<file path="src/rtl/maple_rx_ctrl_if.sv">
`default_nettype none
// ============================================================================
// Module   : maple_rx_ctrl_if
// Brief    : Host, maple_in and byte-buffer signals of the Maple RX controller
// Revision : 1.0 - initial release
// ============================================================================
interface maple_rx_ctrl_if #(
  parameter int ADDR_W = 11
);
  logic              start_rx;
  logic              abort;
  logic              mi_start_detected;
  logic              mi_end_detected;
  logic [7:0]        mi_fifo_data;
  logic              mi_data_produce;
  logic              mi_trigger_start;
  logic              mi_trigger_end;
  logic              buf_we;
  logic [ADDR_W-1:0] buf_addr;
  logic [7:0]        buf_data;
  logic              busy;
  logic              done;
  logic [2:0]        status;
  logic [ADDR_W:0]   rx_count;

  // Controller side
  modport slave (
    input  start_rx, abort, mi_start_detected, mi_end_detected,
           mi_fifo_data, mi_data_produce,
    output mi_trigger_start, mi_trigger_end, buf_we, buf_addr, buf_data,
           busy, done, status, rx_count
  );

  // Host / deserialiser / buffer side
  modport master (
    output start_rx, abort, mi_start_detected, mi_end_detected,
           mi_fifo_data, mi_data_produce,
    input  mi_trigger_start, mi_trigger_end, buf_we, buf_addr, buf_data,
           busy, done, status, rx_count
  );
endinterface
`default_nettype wire

</file>
<file path="src/rtl/maple_rx_ctrl.sv">
`default_nettype none
// ============================================================================
// Module   : maple_rx_ctrl
// Brief    : Sequences one Maple bus receive transaction around maple_in,
//            buffers the bytes and reports a per-transaction status code.
// Revision : 1.0 - initial release
// ============================================================================
module maple_rx_ctrl #(
  parameter int ADDR_W   = 11,
  parameter int START_TO = 100000,
  parameter int BYTE_TO  = 5000,
  parameter int TO_W     = 17
) (
  input  logic           clk,
  input  logic           rst_n,
  maple_rx_ctrl_if.slave bus
);

  localparam int c_CNT_W = ADDR_W + 1;
  localparam int c_CMP_W = (c_CNT_W > 11) ? c_CNT_W : 11;

  localparam logic [2:0] c_ST_IDLE   = 3'd0;
  localparam logic [2:0] c_ST_ARM    = 3'd1;
  localparam logic [2:0] c_ST_WAIT   = 3'd2;
  localparam logic [2:0] c_ST_RECV   = 3'd3;
  localparam logic [2:0] c_ST_CHECK  = 3'd4;
  localparam logic [2:0] c_ST_FINISH = 3'd5;

  localparam logic [2:0] c_STS_OK       = 3'd0;
  localparam logic [2:0] c_STS_NO_START = 3'd1;
  localparam logic [2:0] c_STS_TIMEOUT  = 3'd2;
  localparam logic [2:0] c_STS_LENGTH   = 3'd3;
  localparam logic [2:0] c_STS_CHECKSUM = 3'd4;
  localparam logic [2:0] c_STS_OVERFLOW = 3'd5;
  localparam logic [2:0] c_STS_ABORTED  = 3'd6;

  logic [2:0]         r_state;
  logic               r_prev_start;
  logic               r_prev_end;
  logic [TO_W-1:0]    r_timer;
  logic [c_CNT_W-1:0] r_rx_count;
  logic [7:0]         r_xor;
  logic [7:0]         r_len_words;
  logic               r_ovf;
  logic               r_trig_start;
  logic               r_trig_end;
  logic               r_buf_we;
  logic [ADDR_W-1:0]  r_buf_addr;
  logic [7:0]         r_buf_data;
  logic               r_busy;
  logic               r_done;
  logic [2:0]         r_status;

  logic        w_start_ev;
  logic        w_end_ev;
  logic        w_active;
  logic [10:0] w_exp_len;
  logic        w_len_bad;

  assign w_start_ev = bus.mi_start_detected & ~r_prev_start;
  assign w_end_ev   = bus.mi_end_detected & ~r_prev_end;
  assign w_active   = (r_state == c_ST_ARM) || (r_state == c_ST_WAIT) ||
                      (r_state == c_ST_RECV) || (r_state == c_ST_CHECK);
  // Frame length is header(4) + payload words + checksum byte.
  assign w_exp_len  = {1'b0, r_len_words, 2'b00} + 11'd5;
  assign w_len_bad  = c_CMP_W'(r_rx_count) != c_CMP_W'(w_exp_len);

  always_ff @(posedge clk or negedge rst_n) begin
    if (!rst_n) begin
      r_state      <= c_ST_IDLE;
      r_prev_start <= 1'b0;
      r_prev_end   <= 1'b0;
      r_timer      <= '0;
      r_rx_count   <= '0;
      r_xor        <= 8'd0;
      r_len_words  <= 8'd0;
      r_ovf        <= 1'b0;
      r_trig_start <= 1'b0;
      r_trig_end   <= 1'b0;
      r_buf_we     <= 1'b0;
      r_buf_addr   <= '0;
      r_buf_data   <= 8'd0;
      r_busy       <= 1'b0;
      r_done       <= 1'b0;
      r_status     <= c_STS_OK;
    end else begin
      r_trig_start <= 1'b0;
      r_trig_end   <= 1'b0;
      r_buf_we     <= 1'b0;
      r_done       <= 1'b0;

      if (r_state == c_ST_ARM) begin
        r_prev_start <= 1'b0;
        r_prev_end   <= 1'b0;
      end else begin
        r_prev_start <= bus.mi_start_detected;
        r_prev_end   <= bus.mi_end_detected;
      end

      if (bus.abort && w_active) begin
        r_state    <= c_ST_FINISH;
        r_status   <= c_STS_ABORTED;
        r_trig_end <= 1'b1;
        r_done     <= 1'b1;
      end else begin
        case (r_state)
          c_ST_IDLE: begin
            if (bus.start_rx) begin
              r_state      <= c_ST_ARM;
              r_trig_start <= 1'b1;
              r_busy       <= 1'b1;
              r_rx_count   <= '0;
              r_xor        <= 8'd0;
              r_len_words  <= 8'd0;
              r_timer      <= '0;
              r_ovf        <= 1'b0;
            end
          end

          c_ST_ARM: r_state <= c_ST_WAIT;

          c_ST_WAIT: begin
            if (w_start_ev) begin
              r_state <= c_ST_RECV;
              r_timer <= '0;
            end else if (r_timer == TO_W'(START_TO - 1)) begin
              r_state    <= c_ST_FINISH;
              r_status   <= c_STS_NO_START;
              r_trig_end <= 1'b1;
              r_done     <= 1'b1;
            end else begin
              r_timer <= r_timer + TO_W'(1);
            end
          end

          c_ST_RECV: begin
            // A byte strobed together with end of frame is still taken.
            if (bus.mi_data_produce) begin
              if (!r_rx_count[ADDR_W]) begin
                r_buf_we   <= 1'b1;
                r_buf_addr <= r_rx_count[ADDR_W-1:0];
                r_buf_data <= bus.mi_fifo_data;
              end else begin
                r_ovf <= 1'b1;
              end
              if (!(&r_rx_count)) r_rx_count <= r_rx_count + c_CNT_W'(1);
              r_xor <= r_xor ^ bus.mi_fifo_data;
              if (r_rx_count == c_CNT_W'(3)) r_len_words <= bus.mi_fifo_data;
            end

            if (w_end_ev) begin
              r_state <= c_ST_CHECK;
            end else if (bus.mi_data_produce) begin
              r_timer <= '0;
            end else if (r_timer == TO_W'(BYTE_TO - 1)) begin
              r_state    <= c_ST_FINISH;
              r_status   <= c_STS_TIMEOUT;
              r_trig_end <= 1'b1;
              r_done     <= 1'b1;
            end else begin
              r_timer <= r_timer + TO_W'(1);
            end
          end

          c_ST_CHECK: begin
            r_state <= c_ST_FINISH;
            r_done  <= 1'b1;
            if (r_ovf)           r_status <= c_STS_OVERFLOW;
            else if (w_len_bad)  r_status <= c_STS_LENGTH;
            else if (r_xor != 0) r_status <= c_STS_CHECKSUM;
            else                 r_status <= c_STS_OK;
          end

          c_ST_FINISH: begin
            r_state <= c_ST_IDLE;
            r_busy  <= 1'b0;
          end

          default: r_state <= c_ST_IDLE;
        endcase
      end
    end
  end

  assign bus.mi_trigger_start = r_trig_start;
  assign bus.mi_trigger_end   = r_trig_end;
  assign bus.buf_we           = r_buf_we;
  assign bus.buf_addr         = r_buf_addr;
  assign bus.buf_data         = r_buf_data;
  assign bus.busy             = r_busy;
  assign bus.done             = r_done;
  assign bus.status           = r_status;
  assign bus.rx_count         = r_rx_count;

endmodule
`default_nettype wire

</file>
<file path="src/flat_wrapper.sv">
// flat-port wrapper written by rule: the top's interface ports become plain ports
module maple_rx_ctrl_flat 
#(
  parameter int ADDR_W   = 11,
  parameter int START_TO = 100000,
  parameter int BYTE_TO  = 5000,
  parameter int TO_W     = 17
)
  (clk, rst_n, bus_start_rx, bus_abort, bus_mi_start_detected, bus_mi_end_detected, bus_mi_fifo_data, bus_mi_data_produce, bus_mi_trigger_start, bus_mi_trigger_end, bus_buf_we, bus_buf_addr, bus_buf_data, bus_busy, bus_done, bus_status, bus_rx_count);
  maple_rx_ctrl_if #(.ADDR_W(ADDR_W)) bus_i ();
  input  logic clk;
  input  logic rst_n;
  input wire logic [$bits(bus_i.start_rx)-1:0] bus_start_rx;
  input wire logic [$bits(bus_i.abort)-1:0] bus_abort;
  input wire logic [$bits(bus_i.mi_start_detected)-1:0] bus_mi_start_detected;
  input wire logic [$bits(bus_i.mi_end_detected)-1:0] bus_mi_end_detected;
  input wire logic [$bits(bus_i.mi_fifo_data)-1:0] bus_mi_fifo_data;
  input wire logic [$bits(bus_i.mi_data_produce)-1:0] bus_mi_data_produce;
  output wire logic [$bits(bus_i.mi_trigger_start)-1:0] bus_mi_trigger_start;
  output wire logic [$bits(bus_i.mi_trigger_end)-1:0] bus_mi_trigger_end;
  output wire logic [$bits(bus_i.buf_we)-1:0] bus_buf_we;
  output wire logic [$bits(bus_i.buf_addr)-1:0] bus_buf_addr;
  output wire logic [$bits(bus_i.buf_data)-1:0] bus_buf_data;
  output wire logic [$bits(bus_i.busy)-1:0] bus_busy;
  output wire logic [$bits(bus_i.done)-1:0] bus_done;
  output wire logic [$bits(bus_i.status)-1:0] bus_status;
  output wire logic [$bits(bus_i.rx_count)-1:0] bus_rx_count;
  assign bus_i.start_rx = bus_start_rx;
  assign bus_i.abort = bus_abort;
  assign bus_i.mi_start_detected = bus_mi_start_detected;
  assign bus_i.mi_end_detected = bus_mi_end_detected;
  assign bus_i.mi_fifo_data = bus_mi_fifo_data;
  assign bus_i.mi_data_produce = bus_mi_data_produce;
  assign bus_mi_trigger_start = bus_i.mi_trigger_start;
  assign bus_mi_trigger_end = bus_i.mi_trigger_end;
  assign bus_buf_we = bus_i.buf_we;
  assign bus_buf_addr = bus_i.buf_addr;
  assign bus_buf_data = bus_i.buf_data;
  assign bus_busy = bus_i.busy;
  assign bus_done = bus_i.done;
  assign bus_status = bus_i.status;
  assign bus_rx_count = bus_i.rx_count;
  maple_rx_ctrl #(.ADDR_W(ADDR_W), .START_TO(START_TO), .BYTE_TO(BYTE_TO), .TO_W(TO_W)) u_core (.clk(clk), .rst_n(rst_n), .bus(bus_i));
endmodule
</file>
<file path="config.mk">
export PLATFORM = sky130hd
export DESIGN_NAME = maple_rx_ctrl_flat
export DESIGN_NICKNAME = d
export VERILOG_FILES = /design/src/rtl/maple_rx_ctrl_if.sv /design/src/rtl/maple_rx_ctrl.sv /design/src/flat_wrapper.sv
export SDC_FILE = /design/constraint.sdc
export NUM_CORES = 1
export LEC_CHECK = 0
export ABC_AREA = 0
export BUFFER_PORTS_ARGS = -buffer_cell sky130_fd_sc_hd__buf_2
export CAP_MARGIN = 20
export CORE_MARGIN = 2
export CORE_UTILIZATION = 45
export CTS_BUF_LIST = sky130_fd_sc_hd__clkbuf_8
export DETAILED_ROUTE_END_ITERATION = 8
export GPL_ROUTABILITY_DRIVEN = 0
export PLACE_DENSITY_LB_ADDON = 0.12
export SETUP_SLACK_MARGIN = 0.02
export SLEW_MARGIN = 25
export SYNTH_ARGS = -nofsm -noshare
export SYNTH_HDL_FRONTEND = slang
export SYNTH_SLANG_ARGS = --single-unit
</file>
<file path="constraint.sdc">
create_clock -name clk -period 2.4 [get_ports clk]
set_clock_uncertainty 0.15 [all_clocks]
set_input_delay 0.24 -clock clk [delete_from_list [all_inputs] [get_ports clk]]
set_output_delay 0.24 -clock clk [all_outputs]
set_load 0.03 [all_outputs]
</file>
== Word level (Yosys, flattened, before mapping) ==
Cells that the tools add are included.
Widths: inputs -> output; s select.
Word-level totals
  bits in latches: 0
  output and inout port bits: 39
  memories: 0
  bits in writable memories: 0
  ROM bits: 0
  bits in registers: 78
Cells by class
  $add $sub $neg: 3
  bitwise operators: 7
  order comparisons: 0
  mux-type cells: 59
  shift operators: 0
  divide/modulo/power cells: 0
  $mul: 0
  eq/ne operators: 26
  reductions and logical operators: 20
Operators by type and width (count)
  $mux 17: 6
  $pmux 17 s3: 1
  $mux 3: 16
  $mux 12: 3
  $mux 8: 4
  $pmux 8 s2: 2
  $pmux 12 s2: 1
  $mux 1: 20
  $ne 3x3->1 const B: 6
  $add 17x1->17 const B: 1
  $eq 17x13->1 const B: 1
  $eq 17x17->1 const B: 1
  $pmux 3 s5: 1
  $reduce_and 5->1: 3
  $add 12x1->12 const B: 1
  $eq 12x2->1 const B: 1
  $ne 12x11->1: 1
  $ne 4x3->1 const B: 3
  $reduce_and 12->1: 1
  $reduce_and 4->1: 3
  $reduce_and 6->1: 2
  $add 10x3->11 const B: 1
  $ne 2x2->1 const B: 5
  $pmux 3 s3: 1
  18 further kinds: 30

== Depth between registers and ports, before layout ==
Gate-level depths: netlist of run 1.
  word-level depth: 7
  depth in mapped cells: 10

== Least setup slack after synthesis of run 1 ==
OpenSTA, ideal clock, no wires.
  kind: reg2reg
  start point: register u_core.r_rx_count[4], in the netlist u_core.bus.rx_count[4]
  end point: register u_core.r_rx_count[7], in the netlist u_core.bus.rx_count[7]
  stages on the path, launching flop included: 9
  setup slack: 0.012 ns
  path buffers: 2
  period minus slack after synthesis: 2.388 ns
  setup time: 0.136 ns
  arrival: 2.102 ns
  cell sequence: dfrtp_1 buf_2 and4_1 nand4_1 o31ai_2 or3_1 buf_2 or3_1 a21oi_1
On the way
  longest elaborated chain between the ends: 4
  elaborated cells between the ends (all ways): 7
  classes of those cells: add/sub (1); eq/ne (1); mux (3); reduce/logical (2)
RTL lines
  from (decl): line maple_rx_ctrl.sv:41  | logic [c_CNT_W-1:0] r_rx_count;
  from (signal assigned): line maple_rx_ctrl.sv:146  | if (!(&r_rx_count)) r_rx_count <= r_rx_count + c_CNT_W'(1);
  $add 12x1->12: line maple_rx_ctrl.sv:146
  $mux 12: line maple_rx_ctrl.sv:146
  $mux 12: line maple_rx_ctrl.sv:138  | if (bus.mi_data_produce) begin
  $pmux 12 s2: line maple_rx_ctrl.sv:106  | case (r_state)
Parallel ways exist; a longest one is shown, timed or not. The select of a mux whose other input is x is not followed.
A chain may end at the register's enable or synchronous reset.

== Worst setup path in the final report of run 1 ==
  start point: register u_core.r_timer[6]
  end point: register u_core.r_status[2], in the netlist u_core.bus.status[2]
On the way
  longest elaborated chain between the ends: 3
  elaborated cells between the ends (all ways): 5
  classes of those cells: eq/ne (4); reduce/logical (1)
RTL lines
  from (decl): line maple_rx_ctrl.sv:40  | logic [TO_W-1:0] r_timer;
  from (signal assigned): line maple_rx_ctrl.sv:132  | r_timer <= r_timer + TO_W'(1);
  from (signal assigned): line maple_rx_ctrl.sv:161  | r_timer <= r_timer + TO_W'(1);
  $eq 17x17->1 or $eq 17x13->1 (tied branches): line maple_rx_ctrl.sv:126, maple_rx_ctrl.sv:155
  $ne 3x3->1 (no source line)
  $reduce_and 6->1 (no source line) *
  to (signal assigned): line maple_rx_ctrl.sv:128  | r_status <= c_STS_NO_START;
  to (signal assigned): line maple_rx_ctrl.sv:157  | r_status <= c_STS_TIMEOUT;
  to (signal assigned): line maple_rx_ctrl.sv:168  | if (r_ovf) r_status <= c_STS_OVERFLOW;
  to (decl): line maple_rx_ctrl.sv:52  | logic [2:0] r_status;
Every way passes the cells marked *; elsewhere a longest branch is shown, timed or not.

==> impl_metrics.csv, run 1 <==
group,metric,value,unit
outcome,status,"finished, final reports clean",
routing,drc,0,
pwr,switching_power,1.72,mW
yosys,synth_cell_types,57,
finish,nNetsFinal,549,
global_routing,busiest_layer,"met2",
setup_path,worstSetupPathType,"reg2reg",
place,post-place-ws,0.105,ns
yosys,ys_ff_latch,78,
setup_path,endpoint_kind,"flop",
global_routing,grt_pass1_vias,3473,
sta,setup_tns,0,ns
yosys,synth-edff-count,0,
place,portBuffers,53,
floorplan,io_pins,54,
clock_tree,cts_root_buffer,"clkbuf_8",
finish,multi_input_area,0.00195,mm^2
setup_path,startpoint_type,"flop",
sta,worst_pin_slew,0.643,ns
floorplan,initial_core_util,46.0,%
setup_path,worst_r2r_endpoint,"u_core.bus.status[2]$_DFFE_PN0P_",
yosys,ys.flop_type,"dfrtp_1",
clock_tree,clkTransAtPathRegs,0.09,ns
clock_tree,cts_tree,"done",
floorplan,fp-row-count,34,
sta,holdWs,0.163,ns
global_routing,grt_usage,21.3,%
routing,vias,3566,
clock_tree,cts_buffer_depth,2,
hold_path,min_path_type,"in2reg",
floorplan,dieArea,0.00963,mm^2
flow_run,drv_cap,0,
yosys,synth_area_leader_cell,"dfrtp_1",
routing,ant_nets,0,
place,placed_cell_area,0.00456,mm^2
yosys,syn_inst,442,
sta,period_share,97.0,%
finish,stdcell_area,0.00494,mm^2
floorplan,die_w,98.2,um
pwr,p_leak,2.35,nW
sta,drv_slew,0,
sta,rsz0062_at_grt,"true",
global_routing,gr-total-overflow,0,
sta,finalSetupViolations,0,
pwr,switching_share,40.8,%
hold_path,min-delay-start,"bus_mi_data_produce",
yosys,synth_area,0.00399,mm^2
pwr,p_int,2.50,mW
sta,max_slew_margin,57.0,%
yosys,synth_most_common_cell,"nand2_1",
global_routing,antenna_found_initial,0,
routing,detail_route.wl_per_cell,15.4,um
global_routing,grtUsageMet2,34.8,%
global_routing,grt_pass1_wl,16800,um
sta,max_freq,429,MHz
finish,post-route-util,57.0,%
clock_tree,insertion_delay,0.36,ns
clock_tree,cts_inserted_buffers,9,
place,place_hpwl,6750,um
sta,min_period,2.33,ns
global_routing,met1_usage,29.7,%
pwr,combPwrFrac,36.7,%
finish,drive_gt1_share,22.6,%
setup_path,cp_slowest_stage_delay,0.55,ns
finish,fillers,802,
routing,dr.pass1.iters,4,
finish,diodes,0,
yosys,async_flop_share,100,%
yosys,synth_commonest_cells,"nand2_1 (84), dfrtp_1 (78), nor2_1 (44)",
yosys,synth_nets,461,
setup_path,cp_slowest_cell,"or4_4",
setup_path,cp.arrival,2.43,ns
global_routing,met3_usage,2.93,%
pwr,ir_drop,0.399,mV
setup_path,cp.required,2.50,ns
setup_path,crit_chain,"or4_4 -> nor3_4 -> a31oi_2 -> buf_4 -> nand2_1 -> nor2_1 -> a221o_1",
yosys,synth_seq_area_share,48.9,%
clock_tree,cts.sinks,78,
yosys,yosys-top-cells-area,"dfrtp_1 (49%), nand2_1 (7.9%), nor2_1 (4.1%)",
hold_path,whs_endpoint,"u_core.bus.mi_trigger_end$_DFF_PN0_",
pwr,p_seq_share,40.4,%
finish,ff_latch_area,0.00195,mm^2
floorplan,core,0.00868,mm^2
sta,setup_ws,0.0716,ns
routing,wl,9880,um
yosys,synth_top_area_share,48.9,%
floorplan,dieHeight,98.2,um
setup_path,r2r-start,"u_core.r_timer[6]$_DFFE_PN0P_",
clock_tree,htreeDepth,3,
global_routing,grt_max_degree,79,
pwr,pwr-share-clk,22.9,%
hold_path,whs_path_depth,4,
pwr,powerDensity,853,mW/mm^2
yosys,ys_warn_count,0,
yosys,syn_area_per_cell,9.02,um^2
setup_path,r2r_slack,0.07,ns
finish,syn2layout_area_growth,24.0,%
routing,vias_per_cell,5.55,
setup_path,crit_fanout,4,
setup_path,worst_r2r_path_depth,7,
sta,finalHoldViolations,0,
routing,dr.first_iter.drc_count,183,
stage by stage:
stage               total power, mW  std cells
floorplan                      2.74        442
global placement               3.21        613
detailed placement             3.24        613
CTS                            4.22        641
global route                   4.49        643
finish                         4.22        643
how the worst max path moves through the flow:
| stage | from | to | slack, ns | cells after the start |
|---|---|---|---|---|
| 2_1_floorplan | u_core.r_timer[0]$_DFFE_PN0P_ | u_core.r_timer[14]$_DFFE_PN0P_ | 0.03 | 9 |
| 3_3_place_gp | u_core.r_len_words[1]$_DFFE_PN0P_ | u_core.bus.status[0]$_DFFE_PN0P_ | 0.16 | 7 |
| 3_5_place_dp | u_core.r_state[0]$_DFFE_PN0P_ | u_core.bus.rx_count[11]$_DFFE_PN0P_ | 0.11 | 6 |
| 4_1_cts | u_core.r_len_words[1]$_DFFE_PN0P_ | u_core.bus.status[0]$_DFFE_PN0P_ | 0.06 | 7 |
| 5_1_grt | u_core.r_timer[6]$_DFFE_PN0P_ | u_core.bus.status[2]$_DFFE_PN0P_ | -0.009 | 7 |
| 6_report | u_core.r_timer[6]$_DFFE_PN0P_ | u_core.bus.status[2]$_DFFE_PN0P_ | 0.07 | 7 |
area by class of cell:
| class | count | area share [%] |
|---|---|---|
| Multi-Input combinational cell | 330 | 39.4 |
| Clock buffer | 9 | 2.51 |
| Sequential cell | 78 | 39.5 |
| Tap cell | 108 | 2.73 |
| Inverter | 13 | 0.987 |
| Clock inverter | 7 | 1.37 |
| Timing Repair Buffer | 98 | 13.5 |
cells in the final DEF (no fill, tap or decap), types with 5 or more instances in the layout:
| cell type | n |
|---|---|
| a21oi_1 | 14 |
| buf_2 | 52 |
| nor2b_1 | 8 |
| nor4_1 | 7 |
| nand2_1 | 84 |
| nand4_1 | 7 |
| a22o_1 | 9 |
| buf_4 | 31 |
| o41ai_1 | 6 |
| nor2_1 | 44 |
| xor2_1 | 12 |
| nand3_1 | 14 |
| and3_1 | 5 |
| o31ai_1 | 11 |
| inv_1 | 11 |
| o21ai_1 | 16 |
| o21ai_0 | 17 |
| nor3_1 | 10 |
| dfrtp_1 | 77 |
| dlygate4sd3_1 | 12 |
| xnor2_1 | 9 |
| or3_1 | 6 |
| clkbuf_8 | 9 |
state kept, by name, indices dropped and copies added, names as in the netlist:
register and count:
u_core.r_timer 17, u_core.bus.rx_count 12, u_core.bus.buf_addr 11, u_core.bus.buf_data 8
u_core.r_len_words 8, u_core.r_xor 8, u_core.bus.status 3, u_core.r_state 3
u_core.bus.buf_we 1, u_core.bus.busy 1, u_core.bus.done 1, u_core.bus.mi_trigger_end 1
u_core.bus.mi_trigger_start 1, u_core.r_ovf 1, u_core.r_prev_end 1, u_core.r_prev_start 1
cells by family after synthesis:
family / synth area share [%]
AND/OR/NAND/NOR: 25.3
AO/OA/AOI/OAI: 15.6
flip-flops: 48.9
buffers and inverters: 3.80
adder cells (fa/ha/maj): 1.25
multiplexers: 0.533
XOR/XNOR: 4.61
worst max-delay path: cells and delay by family, from the launching register on:
family | cells | cell delay [ns]
AOI/OAI and AO/OA | 2 | 0.53
buffers and inverters | 1 | 0.18
DFF | 1 | 0.41
and+or+nand+nor | 4 | 0.94
power groups by stage:
stage / clock, mW / sequential, mW / combinational [mW]
finish: 0.965 / 1.70 / 1.55
global route: 1.04 / 1.73 / 1.72
CTS: 0.983 / 1.71 / 1.53
detailed placement: 0 / 1.73 / 1.51
global placement: 0 / 1.72 / 1.49
floorplan: 0 / 1.97 / 0.769
timing repair:
item | CTS | global route
endpoints found under the setup margin | 0 | 18
buffers inserted | 0 | 2
hold endpoints to repair | 97 | 0
gates resized for setup | 0 | 11
hold buffers | 12 | 0
routing by layer:
metal / vias to the layer above / share of wire, %
li1: 1737 / -
met2: 80 / 47
met4: 0 / 1.2
met1: 1740 / 48
met3: 9 / 4.2
met5: - / 0
Power figures use the tool's default switching activity.
==> run 2: changes to the inputs <==
--- a/config.mk
+++ b/config.mk
@@ -8,7 +8,6 @@
 export ABC_AREA = 0
 export BUFFER_PORTS_ARGS = -buffer_cell sky130_fd_sc_hd__buf_2
 export CAP_MARGIN = 20
-export CORE_MARGIN = 2
 export CORE_UTILIZATION = 45
 export CTS_BUF_LIST = sky130_fd_sc_hd__clkbuf_8
 export DETAILED_ROUTE_END_ITERATION = 8
==> run 2 against run 1 <==
Combinational power hardly changed. Sequential cell count unchanged. Register-to-register slack better by 0.02 ns. Wire length fell by 1.4%. Via count shrank 1.8%. Design area increased by 0.10%. Sequential share of layout area is 0.065 points lower. Count of clock-buffer cells in the layout rose by 1. Worst setup slack better by 0.021 ns. Power is 4.9% higher. First-iteration DRC count fell by 14%. Critical path type is now in2reg. Critical endpoint is now u_core.bus.rx_count[9]$_DFFE_PN0P_.
==> impl_metrics.csv, run 2 (synthesis gave the netlist of run 1 again) <==
group,metric,value,unit
outcome,status,"finished, final reports clean",
place,placedCellCount,609,
routing,vias,3501,
sta,setup_tns,0,ns
clock_tree,clkTransAtPathRegs,0.08,ns
clock_tree,cts_inserted_buffers,9,
place,place_hpwl,6860,um
sta,holdWs,0.00758,ns
floorplan,dieHeight,96.2,um
routing,dr.first_iter.drc_count,158,
finish,diodes,0,
setup_path,endpoint_kind,"flop",
global_routing,gr-total-overflow,0,
routing,vias_per_cell,5.51,
routing,drc,0,
floorplan,initial_core_util,47.6,%
sta,max_slew_margin,62.6,%
floorplan,io_pins,54,
setup_path,cp_slowest_stage_delay,0.53,ns
setup_path,cp_slowest_cell,"dlygate4sd3_1",
setup_path,startpoint_type,"primary input",
global_routing,grt_pass1_vias,3372,
finish,nNetsFinal,545,
pwr,p_total,4.42,mW
clock_tree,cts_setup_buffers,0,
setup_path,critPathTopFamily,"simple AND/OR/NAND/NOR gates",
finish,fillers,763,
floorplan,core,0.00838,mm^2
setup_path,path_buf_inv,2,
global_routing,grt_max_degree,47,
finish,layout_commonest_cell,"nand2_1",
finish,drive_gt1_share,22.3,%
finish,most-common-layout-cells,"nand2_1 (84), dfrtp_1 (78), buf_2 (52)",
setup_path,crit_chain,"dlygate4sd3_1 -> buf_2 -> nand4b_1 -> a21oi_2 -> o31ai_4 -> or3_4 -> or3_1 -> a21oi_1",
floorplan,fp-row-count,33,
clock_tree,insertion_delay,0.35,ns
setup_path,crit_fanout,9,
flow_run,drv_cap,0,
setup_path,cp.required,2.52,ns
hold_path,min_path_type,"in2reg",
pwr,powerDensity,893,mW/mm^2
pwr,p_leak,2.37,nW
sta,worst_pin_slew,0.560,ns
place,portBuffers,53,
clock_tree,cts.sinks,78,
global_routing,grt_pass1_wl,16500,um
routing,dr.pass1.iters,4,
clock_tree,cts_buffer_depth,2,
setup_path,worstSetupPathType,"in2reg",
sta,period_share,96.2,%
floorplan,die_w,96.2,um
clock_tree,cts_tree,"done",
clock_tree,htreeDepth,3,
routing,detail_route.wl_per_cell,15.3,um
sta,rsz0062_at_grt,"true",
global_routing,grt_usage,23.2,%
finish,fin_cells,635,
setup_path,cp.arrival,2.42,ns
finish,largest_register_ffs,17,
pwr,ir_drop,0.609,mV
routing,ant_nets,0,
routing,wl,9740,um
sta,finalSetupViolations,0,
sta,min_period,2.31,ns
sta,finalHoldViolations,0,
sta,max_freq,433,MHz
global_routing,antenna_found_initial,0,
sta,drv_slew,0,
floorplan,dieArea,0.00924,mm^2
finish,syn2layout_area_growth,24.1,%
clock_tree,cts_root_buffer,"clkbuf_8",
finish,max_flop_register,"u_core.r_timer",
[run 2: changes by cell type in the layout (fill, tap and decap cells not counted), moves of 2 or more]
cell	before	now
o41ai_2	1	3
o41ai_1	6	4
buf_4	31	29
bufinv_16	0	3
clkinvlp_4	3	0
[run 2: final timing paths]
kind / from / endpoint / slack [ns] / cells past startpoint
worst max-delay path: bus_abort / u_core.bus.rx_count[9]$_DFFE_PN0P_ / 0.09 / 8
worst min-delay path: bus_mi_fifo_data[3] / u_core.bus.buf_data[3]$_DFFE_PN0P_ / 0.008 / 3
worst min register to register: u_core.bus.buf_addr[7]$_DFFE_PN0P_ / u_core.bus.buf_addr[7]$_DFFE_PN0P_ / 0.32 / 2
min in group asynchronous: rst_n / u_core.bus.buf_addr[4]$_DFFE_PN0P_ / 0.23 / 2
max in group asynchronous: rst_n / u_core.r_xor[1]$_DFFE_PN0P_ / 1.28 / 3
worst max register to register: u_core.r_timer[6]$_DFFE_PN0P_ / u_core.bus.status[2]$_DFFE_PN0P_ / 0.09 / 7
[run 2: power breakdown]
group          total (mW)  leakage [nW]  internal [mW]  switching, mW
logic                1.52          1.20          0.529          0.986
clock network        1.21         0.123          0.718          0.496
registers            1.69          1.05           1.55          0.143
[run 2: worst register-to-register path: stages (launching register included)]
cell	delay, ns
dfrtp_1	0.41
or4_1	0.58
nor3_4	0.24
a31oi_2	0.15
buf_4	0.17
nand2_1	0.07
nor2_1	0.07
a221o_1	0.35
[run 2: timing repair]
action	4_1_cts	5_1_grt
endpoints found under the hold margin	45	0
setup endpoints to repair	0	12
hold buffers	11	0
gates resized for setup	0	8
[run 2: layout make-up]
| type | count | area [um^2] | area share, % |
|---|---|---|---|
| sequential | 78 | 1950 | 39.4 |
| multi-input combinational | 330 | 1940 | 39.3 |
| timing repair buffer | 94 | 628 | 12.7 |
| clock buffer | 10 | 138 | 2.78 |
| tap | 105 | 131 | 2.65 |
| clock inverter | 5 | 108 | 2.17 |
| inverter | 13 | 48.8 | 0.986 |
[run 2: layer usage]
metal  GRT usage (%)  wire length (um)
met4            7.84               149
met2            37.4              4700
met1            32.2              4520
met5               0                 0
met3            3.00               373
[run 2: stage by stage]
step / util, % / instance area [um^2] / worst slack (ns)
2_1_floorplan: - / 4000 / 0.0252
3_3_place_gp: 54.3 / 4550 / 0.121
3_5_place_dp: 54.3 / 4550 / 0.0562
4_1_cts: 58.5 / 4900 / 0.0402
5_1_grt: 59.1 / 4950 / -0.0126
6_report: 59.1 / 4950 / 0.0924
